File: src/rtl/simon_decrypt_ctrl.sv
// Sequencer for the simon_decrypt round datapath: loads a 24-nibble
// ciphertext+key block, runs NUM_ROUNDS round cycles, then drains the
// 8-nibble result. Owns the datapath advance-enable and shift controls.
module simon_decrypt_ctrl #(
  parameter int NUM_ROUNDS   = 32,
  parameter int LOAD_NIBBLES = 24,
  parameter int OUT_NIBBLES  = 8
) (
  input  logic       clk,
  input  logic       rst,
  input  logic       in_valid,
  output logic       in_ready,
  input  logic [3:0] in_data,
  output logic       out_valid,
  input  logic       out_ready,
  output logic [3:0] out_data,
  output logic       busy,
  output logic       done,
  output logic       dp_en,
  output logic       dp_shift,
  output logic [3:0] dp_data_in,
  input  logic [3:0] dp_data_out
);

  typedef enum logic [1:0] {IDLE, LOAD, RUN, DRAIN} state_t;

  localparam logic [5:0] LOAD_LAST = 6'(LOAD_NIBBLES - 1);
  localparam logic [5:0] RUN_LAST  = 6'(NUM_ROUNDS - 1);
  localparam logic [5:0] OUT_LAST  = 6'(OUT_NIBBLES - 1);

  state_t     state, state_nx;
  logic [5:0] count, count_nx;
  logic       done_nx;

  // State, phase counter and the one-cycle done pulse.
  always_ff @(posedge clk) begin
    if (rst) begin
      state <= IDLE;
      count <= '0;
      done  <= 1'b0;
    end else begin
      state <= state_nx;
      count <= count_nx;
      done  <= done_nx;
    end
  end

  // Next state plus datapath/handshake controls; reset forces every
  // handshake and the datapath enable low so nothing is captured.
  always_comb begin
    state_nx   = state;
    count_nx   = count;
    done_nx    = 1'b0;
    in_ready   = 1'b0;
    out_valid  = 1'b0;
    dp_en      = 1'b0;
    dp_shift   = 1'b0;
    dp_data_in = 4'h0;
    case (state)
      IDLE: begin
        in_ready = 1'b1;
        if (in_valid) begin
          dp_en      = 1'b1;
          dp_shift   = 1'b1;
          dp_data_in = in_data;
          count_nx   = 6'd1;
          state_nx   = LOAD;
        end
      end
      LOAD: begin
        in_ready = 1'b1;
        if (in_valid) begin
          dp_en      = 1'b1;
          dp_shift   = 1'b1;
          dp_data_in = in_data;
          if (count == LOAD_LAST) begin
            count_nx = '0;
            state_nx = RUN;
          end else begin
            count_nx = count + 6'd1;
          end
        end
      end
      RUN: begin
        // Rounds are never stalled: the datapath advances every cycle.
        dp_en = 1'b1;
        if (count == RUN_LAST) begin
          count_nx = '0;
          state_nx = DRAIN;
        end else begin
          count_nx = count + 6'd1;
        end
      end
      DRAIN: begin
        out_valid = 1'b1;
        if (out_ready) begin
          // Shifting zeros in exposes the next result nibble and wipes the key.
          dp_en    = 1'b1;
          dp_shift = 1'b1;
          if (count == OUT_LAST) begin
            count_nx = '0;
            state_nx = IDLE;
            done_nx  = 1'b1;
          end else begin
            count_nx = count + 6'd1;
          end
        end
      end
      default: state_nx = IDLE;
    endcase
    if (rst) begin
      in_ready  = 1'b0;
      out_valid = 1'b0;
      dp_en     = 1'b0;
      dp_shift  = 1'b0;
    end
  end

  // The datapath holds while dp_en is low, so the drained nibble stays stable.
  assign out_data = dp_data_out;
  assign busy     = (state != IDLE);

endmodule

File: config.mk
export PLATFORM = sky130hd
export DESIGN_NAME = simon_decrypt_ctrl
export DESIGN_NICKNAME = d
export VERILOG_FILES = /design/src/rtl/simon_decrypt_ctrl.sv
export SDC_FILE = /design/constraint.sdc
export NUM_CORES = 1
export LEC_CHECK = 0
export CAP_MARGIN = 0
export CORE_MARGIN = 3
export CORE_UTILIZATION = 43
export DETAILED_ROUTE_END_ITERATION = 16
export PLACE_DENSITY_LB_ADDON = 0.05
export RECOVER_POWER = 50
export SYNTH_ARGS = -nofsm -noshare
export SYNTH_HDL_FRONTEND = slang
export SYNTH_SLANG_ARGS = --single-unit
File: constraint.sdc
create_clock -name clk -period 2.5 [get_ports clk]
set_clock_uncertainty 0.2 [all_clocks]
set_input_delay 0.625 -clock clk [delete_from_list [all_inputs] [get_ports clk]]
set_output_delay 0.625 -clock clk [all_outputs]
set_load 0.01 [all_outputs]
==> metrics.cfg, run 1 <==
[yosys]
syn-num-nets=109
yosysWarnings=0
synthesis.area_sq_um=713.2
ys_seq_area_share_pct=25.26
yosysUniqueCellTypes=34
yosysTopAreaCell=dfxtp_1
synth.area.top_cells=dfxtp_1 25%, ha_1 11%, a21oi_1 5.6%, buf_4 4.2%, nand2_1 4.2%
synth_top_cells_by_count=9 x dfxtp_1, 8 x a21oi_1, 8 x nand2_1
ys_seq_elements=9
synthCells=91
synth_top_area_share_pct=25.26
synth_ff_type=dfxtp_1
synth-async-reset-ratio_pct=0
synth_edf_count=0
syn_avg_cell_area_sq_um=7.837
synth_most_common_cell=dfxtp_1

[timing]
hold_violations=0
worstMarginPinSlew_ns=0.6289
fin_crit_ns=2.410
final-setup-viol-count=0
finalCritPeriodShare_pct=96.40
relSlewSlack_pct=57.50
tns_ns=0
clock.fmax_mhz=414.9
finalMaxSlewViolations=0
rsz0062_at_grt=false

[clock_network]
clkTransAtPathRegs_ns=0.06
cts_sinks=9
clock_latency_ns=0.26
numCtsBuffers=3
cts_root_buffer=clkbuf_4
h-tree-depth=1
cts_max_path_buffers=2
cts_hold_buf=0
cts_resized=28
postCtsSetupBuffers=0
tritoncts=built

[drt]
wl_per_cell_microns=13.38
ant_nets=0
drt_first_iter_violations=3
finalWirelength_microns=1820
first_pass_iters=4
dr_total_vias=767
vias_per_cell=5.640
drcViolationCount=0

[critical_path]
r2r_start=state[1]$_SDFFE_PP0P_
worst-path-max-fanout=3
crit_arrival_ns=1.58
worstSetupPathType=reg -> out
timing.rr.end=state[0]$_SDFFE_PP0P_
r2r_cells=6
cp-end-kind=output pin
startpoint_type=register
crit_required_ns=1.67
r2r_slack_ns=0.29
crit_start=state[1]$_SDFFE_PP0P_
crit_path_end=in_ready

[layout]
postLayoutCellArea_sq_um=982.2
nFillCells=146
area_delta_synth_final_pct=37.72
nNetsFinal=139
drive_gt1_share_pct=25.00
multiInputGateArea_sq_um=483.0
seq_area_sq_um=181.4
n_antenna_cell=0
post-route-util_pct=63.72

[global_route]
grt_pass1_vias=716
grt-ovfl-total=0
grt_use_total_pct=18.06
grt_pass1_wl_microns=2877
grt_antenna_before_repair=0
grt_max_degree=8

[floorplan]
fp.dieW_microns=46.73
initial_core_util_pct=46.27
die_h_microns=46.73
dieArea_sq_um=2183
row_count=14
core_area_sq_um=1541
ios=26

[hold_path]
hp-class=reg -> reg

[power_and_ir_drop]
p_leak_nw=0.4272
vdd_drop_max_uv=562.9
power_mw=0.8263
p_per_area_nw_per_um2=841.3

[run]
cap_violations=0

[run_status]
outcome=finished, final reports clean

[placed_design]
placed_area_sq_um=973.4
place.gp.congestion=0.8103
dpl.hpwl_microns=1418
io_buffers=17

worst min-delay path by stage:
stage,start,endpoint,slack [ns],cells after the start
6_report,count[1]$_SDFFE_PP0P_,count[1]$_SDFFE_PP0P_,0.28,2
5_1_grt,count[5]$_SDFFE_PP0P_,count[5]$_SDFFE_PP0P_,0.32,2
4_1_cts,count[1]$_SDFFE_PP0P_,count[1]$_SDFFE_PP0P_,0.28,2
3_5_place_dp,count[1]$_SDFFE_PP0P_,count[1]$_SDFFE_PP0P_,0.27,2
3_3_place_gp,count[1]$_SDFFE_PP0P_,count[1]$_SDFFE_PP0P_,0.26,2
2_1_floorplan,count[1]$_SDFFE_PP0P_,count[1]$_SDFFE_PP0P_,0.25,2
flip-flops by register name (all words and copies together), names as in the netlist:
name / count
count: 6
done: 1
state: 2
per-stage QoR:
stage                     worst slack [ns]  std cells  hold slack (ns)
after global routing              0.003544        136           0.3157
after CTS                         0.008283        136           0.2797
after detailed placement           -0.3812        132           0.2698
after floorplan                     0.3893         91           0.2488
after global placement             -0.3505        132           0.2572
final                              0.09004        136           0.2841
report_power, final:
part | internal [mW] | switching (mW)
logic | 0.258 | 0.273
clock network | 0.0614 | 0.0498
registers | 0.168 | 0.0158
cell families after synthesis:
family / after synthesis / synth area share [%]
AO/OA/AOI/OAI: 17 / 16.67
adder cells (fa/ha/maj): 6 / 10.53
buffers and inverters: 13 / 9.122
flip-flops: 9 / 25.26
multiplexers: 2 / 2.807
AND/OR/NAND/NOR: 44 / 35.61
layer usage:
metal / share of wire [%] / up-vias / global-route usage (%) / wire length, microns
met1: 42 / 361 / 21.46 / 756
met5: 0 / - / 0 / 0
met2: 52 / 23 / 30.49 / 952
met4: 0.44 / 0 / 4.972 / 8
met3: 5.6 / 2 / 6.641 / 102
li1: - / 381 / - / -
cell usage in the layout (no fill, tap or decap), types with 4 or more instances in the layout:
master	synthesis	routed
buf_2	1	6
dfxtp_1	9	8
clkdlybuf4s50_1	0	6
nor2_1	7	6
ha_1	6	6
nand2_1	8	8
and2_1	4	4
buf_4	4	14
a21oi_1	8	8
inv_1	6	6
critical path: stages, from the launching register on:
cell and delay (ns):
dfxtp_1 0.31, inv_1 0.10, ha_1 0.23, nor2_4 0.07, nor2_1 0.08, clkdlybuf4s50_1 0.54
final cells by class:
cell class	count	share of cell area (%)
clock buffer	4	2.675
tap	16	2.038
timing repair buffer	32	25.35
multi-input combinational	69	49.17
sequential	9	18.47
inverter	6	2.293
No activity file was read; power rests on OpenSTA's default activity.
==> inputs of run 2 (changes only) <==
--- a/constraint.sdc
+++ b/constraint.sdc
@@ -4,2 +4,2 @@
 set_output_delay 0.625 -clock clk [all_outputs]
-set_load 0.01 [all_outputs]
+set_load 0.02 [all_outputs]
==> run 2 against run 1 <==
  * Maximum frequency shrank 0.35%
  * Clock-buffer cell count is the same
  * Critical path type is now in -> out
  * Highest routed layer unchanged
  * Register-to-register slack is essentially flat
==> metrics.cfg, run 2 (synthesis gave the netlist of run 1 again) <==
[critical_path]
r2r_slack_ns=0.28  ; about the same
path_buf_inv=2  ; unchanged
critPathSlowestCell=clkdlybuf4s50_1
crit_path_max_incr_delay_ns=0.50  ; -0.04 ns
path_cells=clkdlybuf4s50_1 > nor2_1 > dlygate4sd2_1
crit_arrival_ns=1.59  ; about the same
r2r_start=state[1]$_SDFFE_PP0P_
crit_required_ns=1.67  ; about the same
r2r_cells=6  ; unchanged
worstSetupPathType=in -> out
timing.rr.end=state[0]$_SDFFE_PP0P_
cp_top_family=buffers and inverters
cp-end-kind=output pin
worst-path-max-fanout=6  ; +3
startpoint_type=input pin
path_depth=3  ; -2

[timing]
timing.final.ws_setup_ns=0.08148  ; -0.008552 ns
tns_ns=0  ; unchanged
finalMaxSlewViolations=0  ; unchanged
clock.fmax_mhz=413.5  ; -0.35%
rsz0062_at_grt=false
relSlewSlack_pct=63.90  ; +6.4 points
worstMarginPinSlew_ns=0.5343  ; -0.09462 ns
holdWs_ns=0.2784  ; -0.005769 ns
final-setup-viol-count=0  ; unchanged
fin_crit_ns=2.419  ; +0.008552 ns
hold_violations=0  ; unchanged
finalCritPeriodShare_pct=96.74  ; +0.34 points

[run_status]
outcome=finished, final reports clean

[drt]
drt_first_iter_violations=9  ; +6
finalWirelength_microns=1786  ; -1.9%
dr_total_vias=760  ; -0.91%
wl_per_cell_microns=13.04  ; -2.6%
drcViolationCount=0  ; unchanged
vias_per_cell=5.547  ; -1.6%
ant_nets=0  ; unchanged
first_pass_iters=4  ; unchanged

[global_route]
grt_max_degree=8  ; unchanged
grt_antenna_before_repair=0  ; unchanged
grt_pass1_vias=624  ; -13%
grt-ovfl-total=0  ; unchanged
grt_use_total_pct=16.77  ; -1.3 points
grt_pass1_wl_microns=2559  ; -11%

[layout]
regMostFlops=count
postLayoutCellArea_sq_um=993.5  ; +1.1%
post-route-util_pct=64.45  ; +0.73 points
top_regs=count: 6 flops, state: 2 flops, done: 1 flops
layout_common_cells=19 x buf_4, 9 x dfxtp_1, 8 x a21oi_1, 8 x nand2_1
nNetsFinal=140  ; +0.72%
seq_area_sq_um=180.2  ; -0.69%
mostFrequentLayoutCell=buf_4
multiInputGateArea_sq_um=483.0  ; unchanged
nFillCells=144  ; -1.4%
drive_gt1_share_pct=25.62  ; +0.62 points
n_antenna_cell=0  ; unchanged
largest_reg_flops=6  ; unchanged
area_delta_synth_final_pct=39.30

[placed_design]
dp_slack_ns=-0.4591  ; -0.07793 ns
dpl.hpwl_microns=1426  ; +0.60%
place.gp.congestion=0.8358  ; +3.1%
io_buffers=17  ; unchanged
placed_area_sq_um=980.9  ; +0.77%

[hold_path]
whs_path_depth=2  ; unchanged
min_from=count[1]$_SDFFE_PP0P_
hp-class=reg -> reg
hold_path_end=count[1]$_SDFFE_PP0P_

[power_and_ir_drop]
p_comb_share_pct=65.5  ; +1.2 points
p_leak_nw=0.4337  ; +1.5%
power_frac_seq_pct=21.1  ; -1.2 points
power_switching_mw=0.3735  ; +10%
swShare_pct=43.13  ; +2.1 points
p_int_mw=0.4925  ; +0.99%
vdd_drop_max_uv=624.8  ; +11%
clkPwrFrac_pct=13.3  ; -0.2 points
p_per_area_nw_per_um2=871.7  ; +3.6%

[clock_network]
clkTransAtPathRegs_ns=0.07  ; about the same
tritoncts=built
cts_sinks=9  ; unchanged
cts_hold_buf=0  ; unchanged
postCtsSetupBuffers=0  ; unchanged
numCtsBuffers=3  ; unchanged
clock_latency_ns=0.27  ; about the same
cts_root_buffer=clkbuf_4
cts_max_path_buffers=2  ; unchanged
h-tree-depth=1  ; unchanged

[floorplan]
dieArea_sq_um=2183  ; unchanged
row_count=14  ; unchanged
core_area_sq_um=1541  ; unchanged
die_h_microns=46.73  ; unchanged
fp.dieW_microns=46.73  ; unchanged
initial_core_util_pct=46.27  ; unchanged
ios=26  ; unchanged

[run]
cap_violations=0  ; unchanged

## run 2: worst register-to-register path: cells and delay by family, from the launching register on
kind | cells | cell delay, ns
fa+ha+maj | 1 | 0.22
simple gates | 1 | 0.54
flops | 1 | 0.31
buf+inv | 2 | 0.30
compound gates | 2 | 0.57
## run 2: worst max-delay path by stage
| stage | slack [ns] | to | from |
|---|---|---|---|
| 2_1_floorplan | 0.28 | dp_shift | state[1]$_SDFFE_PP0P_ |
| 3_3_place_gp | -0.42 | dp_data_in[0] | in_valid |
| 3_5_place_dp | -0.46 | dp_data_in[2] | in_valid |
| 4_1_cts | 0.03 | dp_data_in[2] | in_valid |
| 5_1_grt | 0.03 | dp_data_in[0] | state[0]$_SDFFE_PP0P_ |
| 6_report | 0.08 | in_ready | rst |
## run 2: routing by layer
| metal | share of wire (%) | global-route usage (%) | vias up |
|---|---|---|---|
| met1 | 43 | 19.08 | 355 |
| met5 | 0 | 0 | - |
| met4 | 0.67 | 4.972 | 0 |
| met3 | 5.0 | 7.031 | 2 |
| li1 | - | - | 386 |
| met2 | 52 | 28.57 | 17 |
## run 2: power by group through the flow
stage | Clock (mW) | Sequential [mW] | Combinational [mW]
4_1_cts | 0.119 | 0.183 | 0.540
5_1_grt | 0.127 | 0.185 | 0.626
2_1_floorplan | 0 | 0.186 | 0.336
6_report | 0.115 | 0.183 | 0.567
3_3_place_gp | 0 | 0.185 | 0.562
3_5_place_dp | 0 | 0.187 | 0.568
## run 2: cell type report
| type | instances | area share, % |
|---|---|---|
| Timing Repair Buffer | 33 | 26.32 |
| Tap cell | 16 | 2.015 |
| Inverter | 6 | 2.267 |
| Sequential cell | 9 | 18.14 |
| Multi-Input combinational cell | 69 | 48.61 |
| Clock buffer | 4 | 2.645 |
## run 2: what timing repair did
action                     in CTS  in global routing
setup endpoints to repair       9                  6
pin swaps                       0                  1
gates resized for setup        29                 10
## run 2: per-stage QoR
stage | total power [mW] | std cells
finish | 0.8660 | 137
global route | 0.9378 | 137
CTS | 0.8419 | 137
detailed placement | 0.7552 | 133
global placement | 0.7467 | 133
floorplan | 0.5212 | 91
==> inputs of run 3 (changes only) <==
--- a/constraint.sdc
+++ b/constraint.sdc
@@ -4,2 +4,2 @@
 set_output_delay 0.625 -clock clk [all_outputs]
-set_load 0.02 [all_outputs]
+set_load 0.01 [all_outputs]
==> results of run 3 <==
No change in the layout: final DEF, timing and power equal those of run 1.
